**config.mk**
```make
export PLATFORM = sky130hd
export DESIGN_NAME = riscv_muldiv_flat
export DESIGN_NICKNAME = d
export VERILOG_FILES = /design/src/rtl/riscv_muldiv_pkg.sv /design/src/rtl/riscv_muldiv_if.sv /design/src/rtl/riscv_muldiv.sv /design/src/flat_wrapper.sv
export SDC_FILE = /design/constraint.sdc
export NUM_CORES = 1
export LEC_CHECK = 0
export BUFFER_PORTS_ARGS = -buffer_cell sky130_fd_sc_hd__buf_2
export CORE_MARGIN = 1
export CORE_UTILIZATION = 35
export DETAILED_ROUTE_END_ITERATION = 6
export PLACE_DENSITY = 0.63
export SETUP_SLACK_MARGIN = 0.15
export SYNTH_ARGS = -nofsm -noshare
export SYNTH_HDL_FRONTEND = slang
export SYNTH_SLANG_ARGS = --single-unit
```
**constraint.sdc**
```tcl
create_clock -name clk -period 3.5 [get_ports clk]
set_clock_uncertainty 0.15 [all_clocks]
set_input_delay 0.7 -clock clk [delete_from_list [all_inputs] [get_ports clk]]
set_output_delay 0.7 -clock clk [all_outputs]
set_load 0.02 [all_outputs]
```
**src/rtl/riscv_muldiv_pkg.sv**
```systemverilog
// Shared types and helpers for the iterative RV32M/RV64M multiply/divide unit.
package riscv_muldiv_pkg;

  typedef enum logic [2:0] {
    MUL    = 3'b000,
    MULH   = 3'b001,
    MULHSU = 3'b010,
    MULHU  = 3'b011,
    DIV    = 3'b100,
    DIVU   = 3'b101,
    REM    = 3'b110,
    REMU   = 3'b111
  } md_op_e;

  typedef enum logic [1:0] {
    IDLE,
    CALC,
    FIX,
    DONE
  } state_e;

  function automatic logic is_div(md_op_e op);
    return op[2];
  endfunction

  function automatic logic is_rem(md_op_e op);
    return op[2] & op[1];
  endfunction

  function automatic logic signed_a(md_op_e op);
    return (op == MULH) || (op == MULHSU) || (op == DIV) || (op == REM);
  endfunction

  function automatic logic signed_b(md_op_e op);
    return (op == MULH) || (op == DIV) || (op == REM);
  endfunction

endpackage

```
**src/rtl/riscv_muldiv_if.sv**
```systemverilog
// Request/response handshake between the datapath and the multiply/divide unit.
interface riscv_muldiv_if #(
  parameter int DATA_W = 32
);
  logic              in_valid;
  logic              in_ready;
  logic [2:0]        funct3;
  logic [DATA_W-1:0] op_a;
  logic [DATA_W-1:0] op_b;
  logic              flush;
  logic              out_valid;
  logic              out_ready;
  logic [DATA_W-1:0] result;
  logic              busy;

  modport master (
    output in_valid, funct3, op_a, op_b, flush, out_ready,
    input  in_ready, out_valid, result, busy
  );

  modport slave (
    input  in_valid, funct3, op_a, op_b, flush, out_ready,
    output in_ready, out_valid, result, busy
  );
endinterface

```
**src/rtl/riscv_muldiv.sv**
```systemverilog
// Radix-2 iterative multiply/divide engine; one shared 2*DATA_W shift register
// holds {acc_hi, multiplier} for multiply and {remainder, quotient} for divide.
//
// state | meaning
// IDLE  | waiting for a request, in_ready high
// CALC  | one shift-add / shift-subtract iteration per cycle
// FIX   | sign correction and result selection, result registered
// DONE  | result held until out_ready
module riscv_muldiv
  import riscv_muldiv_pkg::*;
#(
  parameter int DATA_W = 32
) (
  input logic           clk,
  input logic           reset,
  riscv_muldiv_if.slave bus
);
  localparam int CNT_W = $clog2(DATA_W) + 1;
  localparam logic [DATA_W-1:0] MIN_INT = {1'b1, {(DATA_W-1){1'b0}}};

  state_e              state, state_nxt;
  md_op_e              op_q;
  logic [2*DATA_W-1:0] acc;
  logic [DATA_W-1:0]   opd_q;
  logic [DATA_W-1:0]   result_q;
  logic [CNT_W-1:0]    count;
  logic                neg_q;
  logic                special_q;
  logic                out_valid_q;

  md_op_e              op_in;
  logic                accept, sign_a, sign_b, neg_in;
  logic                div_zero, div_ovf, mul_zero, special_in;
  logic [DATA_W-1:0]   mag_a, mag_b, special_val;
  logic [DATA_W:0]     mul_sum, div_r, div_diff;
  logic [2*DATA_W-1:0] mul_next, div_next, prod;
  logic [DATA_W-1:0]   quo, rem, fix_res;
  logic                last_iter;

  assign op_in      = md_op_e'(bus.funct3);
  assign accept     = bus.in_valid & (state == IDLE) & ~bus.flush;
  assign sign_a     = signed_a(op_in) & bus.op_a[DATA_W-1];
  assign sign_b     = signed_b(op_in) & bus.op_b[DATA_W-1];
  assign mag_a      = sign_a ? -bus.op_a : bus.op_a;
  assign mag_b      = sign_b ? -bus.op_b : bus.op_b;
  assign neg_in     = is_rem(op_in) ? sign_a : (sign_a ^ sign_b);

  assign div_zero   = is_div(op_in) & (bus.op_b == '0);
  assign div_ovf    = ((op_in == DIV) || (op_in == REM)) & (bus.op_a == MIN_INT) & (bus.op_b == '1);
  assign mul_zero   = ~is_div(op_in) & ((bus.op_a == '0) | (bus.op_b == '0));
  assign special_in = div_zero | div_ovf | mul_zero;

  always_comb begin
    special_val = '0;
    if (div_zero) begin
      special_val = is_rem(op_in) ? bus.op_a : '1;
    end else if (div_ovf) begin
      special_val = is_rem(op_in) ? '0 : MIN_INT;
    end
  end

  // Multiply: add multiplicand into the high half when the multiplier LSB is set, then shift right.
  assign mul_sum  = {1'b0, acc[2*DATA_W-1:DATA_W]} + (acc[0] ? {1'b0, opd_q} : '0);
  assign mul_next = {mul_sum, acc[DATA_W-1:1]};

  // Divide: trial-subtract the divisor from the shifted partial remainder; keep it if non-negative.
  assign div_r    = acc[2*DATA_W-1:DATA_W-1];
  assign div_diff = div_r - {1'b0, opd_q};
  assign div_next = div_diff[DATA_W] ? {div_r[DATA_W-1:0], acc[DATA_W-2:0], 1'b0}
                                     : {div_diff[DATA_W-1:0], acc[DATA_W-2:0], 1'b1};

  assign last_iter = (count == CNT_W'(DATA_W - 1));

  assign prod = neg_q ? -acc : acc;
  assign quo  = neg_q ? -acc[DATA_W-1:0] : acc[DATA_W-1:0];
  assign rem  = neg_q ? -acc[2*DATA_W-1:DATA_W] : acc[2*DATA_W-1:DATA_W];

  always_comb begin
    fix_res = '0;
    if (special_q) begin
      fix_res = acc[DATA_W-1:0];
    end else begin
      case (op_q)
        MUL:                 fix_res = prod[DATA_W-1:0];
        MULH, MULHSU, MULHU: fix_res = prod[2*DATA_W-1:DATA_W];
        DIV, DIVU:           fix_res = quo;
        default:             fix_res = rem;
      endcase
    end
  end

  always_ff @(posedge clk or negedge reset) begin
    if (!reset) begin
      state <= IDLE;
    end else begin
      state <= state_nxt;
    end
  end

  always_comb begin
    state_nxt = state;
    if (bus.flush) begin
      state_nxt = IDLE;
    end else begin
      case (state)
        IDLE: if (bus.in_valid) state_nxt = special_in ? FIX : CALC;
        CALC: if (last_iter) state_nxt = FIX;
        FIX:  state_nxt = DONE;
        DONE: if (out_valid_q && bus.out_ready) state_nxt = IDLE;
        default: state_nxt = IDLE;
      endcase
    end
  end

  always_ff @(posedge clk or negedge reset) begin
    if (!reset) begin
      op_q        <= MUL;
      acc         <= '0;
      opd_q       <= '0;
      count       <= '0;
      neg_q       <= 1'b0;
      special_q   <= 1'b0;
      result_q    <= '0;
      out_valid_q <= 1'b0;
    end else begin
      case (state)
        IDLE: begin
          if (accept) begin
            op_q      <= op_in;
            neg_q     <= neg_in;
            special_q <= special_in;
            count     <= '0;
            if (special_in) begin
              acc   <= {{DATA_W{1'b0}}, special_val};
              opd_q <= '0;
            end else if (is_div(op_in)) begin
              acc   <= {{DATA_W{1'b0}}, mag_a};
              opd_q <= mag_b;
            end else begin
              acc   <= {{DATA_W{1'b0}}, mag_b};
              opd_q <= mag_a;
            end
          end
        end
        CALC: begin
          acc   <= is_div(op_q) ? div_next : mul_next;
          count <= count + 1'b1;
        end
        FIX: begin
          if (!bus.flush) result_q <= fix_res;
        end
        default: ;
      endcase
      // out_valid is registered, so it rises one cycle after DONE is entered.
      out_valid_q <= (state == DONE) & ~bus.flush & ~(out_valid_q & bus.out_ready);
    end
  end

  assign bus.in_ready  = (state == IDLE);
  assign bus.busy      = (state == CALC) || (state == DONE);
  assign bus.out_valid = out_valid_q;
  assign bus.result    = result_q;

endmodule

```
**src/flat_wrapper.sv**
```systemverilog
// flat-port wrapper written by rule: the top's interface ports become plain ports
module riscv_muldiv_flat import riscv_muldiv_pkg::*;
#(
  parameter int DATA_W = 32
)
  (clk, reset, bus_in_valid, bus_funct3, bus_op_a, bus_op_b, bus_flush, bus_out_ready, bus_in_ready, bus_out_valid, bus_result, bus_busy);
  riscv_muldiv_if #(.DATA_W(DATA_W)) bus_i ();
  input logic clk;
  input logic reset;
  input wire logic [$bits(bus_i.in_valid)-1:0] bus_in_valid;
  input wire logic [$bits(bus_i.funct3)-1:0] bus_funct3;
  input wire logic [$bits(bus_i.op_a)-1:0] bus_op_a;
  input wire logic [$bits(bus_i.op_b)-1:0] bus_op_b;
  input wire logic [$bits(bus_i.flush)-1:0] bus_flush;
  input wire logic [$bits(bus_i.out_ready)-1:0] bus_out_ready;
  output wire logic [$bits(bus_i.in_ready)-1:0] bus_in_ready;
  output wire logic [$bits(bus_i.out_valid)-1:0] bus_out_valid;
  output wire logic [$bits(bus_i.result)-1:0] bus_result;
  output wire logic [$bits(bus_i.busy)-1:0] bus_busy;
  assign bus_i.in_valid = bus_in_valid;
  assign bus_i.funct3 = bus_funct3;
  assign bus_i.op_a = bus_op_a;
  assign bus_i.op_b = bus_op_b;
  assign bus_i.flush = bus_flush;
  assign bus_i.out_ready = bus_out_ready;
  assign bus_in_ready = bus_i.in_ready;
  assign bus_out_valid = bus_i.out_valid;
  assign bus_result = bus_i.result;
  assign bus_busy = bus_i.busy;
  riscv_muldiv #(.DATA_W(DATA_W)) u_core (.clk(clk), .reset(reset), .bus(bus_i));
endmodule
```
==> results_dict.tcl <==
set metrics [dict create \
    outcome "complete, but fails checks" \
    violations "setup timing" \
    drc_errors 0 \
    ir_drop_uv 445.2 \
    n_fill_cell 4215 \
    rsz0062_at_grt "true" \
    hold_buffers 0 \
    wl_met1_um 27870 \
    die-area_um2 43570 \
    drv_cap 0 \
    viasPerCell 5.986 \
    worst_pin_slew_ns 0.9826 \
    cp_top_family "simple AND/OR/NAND/NOR gates" \
    period_share 1.021 \
    clkTransAtPathRegs_ns 0.08 \
    drt_pass1_iterations 5 \
    synthXorXnorAreaFrac 0.1007 \
    vias 17335 \
    synth-main-ff-cell "dfrtp_1" \
    drive_gt1_frac 0.2605 \
    root_buffer "clkbuf_16" \
    die_w_um 208.7 \
    synth_adder_area_share 0.06457 \
    relSlewSlack 0.3425 \
    wl_met3_um 4555 \
    power_density_nw_per_um2 1015 \
    synth_area_um2 14960 \
    clk_latency_ns 0.45 \
    cts_buffers 17 \
    cts.sinks 142 \
    core_um2 42040 \
    max_stage_delay_ns 0.55 \
    worst-path-buf-inv 3 \
    ys_async_sr_fraction 1.000 \
    highest_layer "met4" \
    drt-total-wl_um 63320 \
    synth_top_family_by_area "compound AO/OA/AOI/OAI gates" \
    synthCells 2051 \
    grt_pass1_wl_um 96590 \
    layout_common_cells "buf_4 (290), nand2_1 (216), nor2_1 (186), o21ai_0 (179), a21oi_1 (179)" \
    wl_per_cell_um 21.86 \
    synth_mux_area_frac 0.03446 \
    drt_iter0_markers 1710 \
    yosysWarnings 0 \
    n_antenna_cell 0 \
    antenna_found_initial 0 \
    grt_max_degree 89 \
    antenna_left 0 \
    synthToLayoutAreaGrowth_pct 30.97 \
    fin_tns_setup_ns -0.2316 \
    h-tree-depth 4 \
    worstSetupEndpointType "flop" \
    place_hpwl_um 49040 \
    layout.nets 2492 \
    r2r_slack_ns 0.06 \
    final-seq-area_um2 3562 \
    critPathSlowestCell "or4b_4" \
    power_mw 19.88 \
    dieHeight_um 208.7 \
    final_common_cell "buf_4" \
    grt_pass1_vias 16444 \
    start_util 0.3558 \
    grt-ovfl-total 0 \
    io_pins 107 \
    crit_path_cell_trace "buf_6, or4_4, or4b_4, nor2b_4, nand2_2, or3_4, or4_4, o21ai_4, buf_4, buf_6, o21ai_2, a221o_1" \
    hold_viol_final 0 \
    crit_arrival_ns 3.76 \
    portBuffers 106 \
    track_usage 0.2838 \
    clock_path_buffers 2 \
    cp.required_ns 3.69 \
    final.min_clock_period_ns 3.573 \
    gp_congestion 1.032 \
    setup_ws_ns -0.07295 \
    cp-start-kind "input port" \
    fmaxAchievable_mhz 279.9 \
    ys_ff_latch 142 \
    tritoncts "done" \
    wl_met2_um 28110 \
    holdWs_ns 0.09970 \
    ys_seq_area_frac 0.2375 \
    power.leakage_nw 8.738 \
    synth-simple-area-share 0.2050 \
    startpoint "bus_op_a[6]" \
    finalSetupViolations 11 \
    worstSetupPathType "in2reg" \
    rows 75 \
    synth_edf_count 0 \
    multi_input_area_um2 11460 \
    yosysUniqueCellTypes 73 \
    rr_startpoint "u_core.acc[0]" \
    hp-class "in2async" \
    syn_avg_cell_area_um2 7.294 \
    synthesis.nets 2199 \
    worstPathMaxFanout 5 \
    pre_cts_slack_ns -0.5724 \
    synth-compound-area-share 0.3024 \
    slew_viol_final 0 \
]
[flip-flops by register name (all words and copies together) (netlist names)]
register,cells
u_core.op_q,3
u_core.opd_q,32
u_core.special_q,1
u_core.bus.out_valid,1
u_core.neg_q,1
u_core.count,6
u_core.bus.result,32
u_core.state,2
u_core.acc,64
[layout make-up]
| type | count | area share |
|---|---|---|
| tap | 539 | 0.03442 |
| timing repair buffer | 416 | 0.1546 |
| clock inverter | 15 | 0.008366 |
| clock buffer | 17 | 0.02171 |
| sequential | 142 | 0.1818 |
| multi-input combinational | 1694 | 0.5850 |
| inverter | 73 | 0.01411 |
[cell families after synthesis]
family	count (synthesis)
flip-flops	142
AO/OA/AOI/OAI	728
AND/OR/NAND/NOR	664
adder cells (fa/ha/maj)	76
multiplexers	51
buffers and inverters	218
XOR/XNOR	172
[synthesized netlist by cell type, types with 6 or more instances]
| cell | number | share of area |
|---|---|---|
| nand3b_1 | 6 | 0.0030 |
| a211oi_1 | 27 | 0.014 |
| o21ai_0 | 212 | 0.071 |
| nor3_1 | 53 | 0.018 |
| o221ai_1 | 8 | 0.0047 |
| ha_1 | 74 | 0.062 |
| a31oi_1 | 30 | 0.013 |
| and3_1 | 10 | 0.0042 |
| nor2b_1 | 8 | 0.0033 |
| clkbuf_1 | 130 | 0.033 |
| nor4_1 | 17 | 0.0071 |
| buf_1 | 9 | 0.0023 |
| o41ai_1 | 11 | 0.0064 |
| and2_1 | 16 | 0.0067 |
| nor2_1 | 193 | 0.048 |
| o2111ai_1 | 6 | 0.0035 |
| dfrtp_1 | 142 | 0.24 |
| o21bai_1 | 7 | 0.0035 |
| or4_1 | 14 | 0.0070 |
| nand4_1 | 16 | 0.0067 |
| nand2b_1 | 21 | 0.0088 |
| nand3_1 | 45 | 0.015 |
| a21o_1 | 29 | 0.015 |
| a22o_1 | 18 | 0.011 |
| or2_2 | 7 | 0.0029 |
| o211ai_1 | 28 | 0.014 |
| o31ai_1 | 49 | 0.025 |
| or3_1 | 20 | 0.0084 |
| xnor2_1 | 88 | 0.052 |
| xor2_1 | 84 | 0.049 |
| o22ai_1 | 9 | 0.0038 |
| a21oi_1 | 197 | 0.066 |
| mux2i_1 | 47 | 0.031 |
| inv_1 | 71 | 0.018 |
| a221oi_1 | 6 | 0.0035 |
| nand2_1 | 222 | 0.056 |
| o21a_1 | 20 | 0.010 |
| a22oi_1 | 21 | 0.011 |
| a311oi_1 | 6 | 0.0035 |
[metal layers]
metal	up-vias	GRT usage
li1	8032	-
met1	8399	0.3915
met2	761	0.4491
met3	143	0.03336
met4	0	0.1164
met5	-	0
[per-stage QoR]
stage / std cells / instance area [um^2] / util
6_report: 2896 / 19590 / 0.4660
5_1_grt: 2896 / 19590 / 0.4660
4_1_cts: 2877 / 18860 / 0.4486
3_5_place_dp: 2828 / 17820 / 0.4239
3_3_place_gp: 2828 / 17820 / 0.4239
2_1_floorplan: 2051 / 15060 / -
[power by group]
group	internal [mW]	switching [mW]	total, mW
Combinational	6.01	8.98	15.0
Clock	0.958	0.910	1.87
Sequential	2.35	0.666	3.02
Total	9.33	10.6	19.9
[repair_timing]
| action | CTS | global route |
|---|---|---|
| pin swaps | 30 | 67 |
| gates resized for setup | 73 | 132 |
| gates cloned | 4 | 1 |
| setup buffers | 13 | 18 |
| endpoints found under the setup margin | 113 | 115 |
[path summary, 6_finish.rpt]
check                                   endpoint  cells past startpoint
setup / recovery                  u_core.acc[24]                     12
hold / removal             u_core.bus.result[22]                      1
min in group clk           u_core.bus.result[19]                      2
max in group asynchronous          u_core.acc[0]                      2
setup reg to reg                  u_core.acc[59]                     17
hold reg to reg            u_core.bus.result[19]                      2
(Power assumes the default switching activity.)
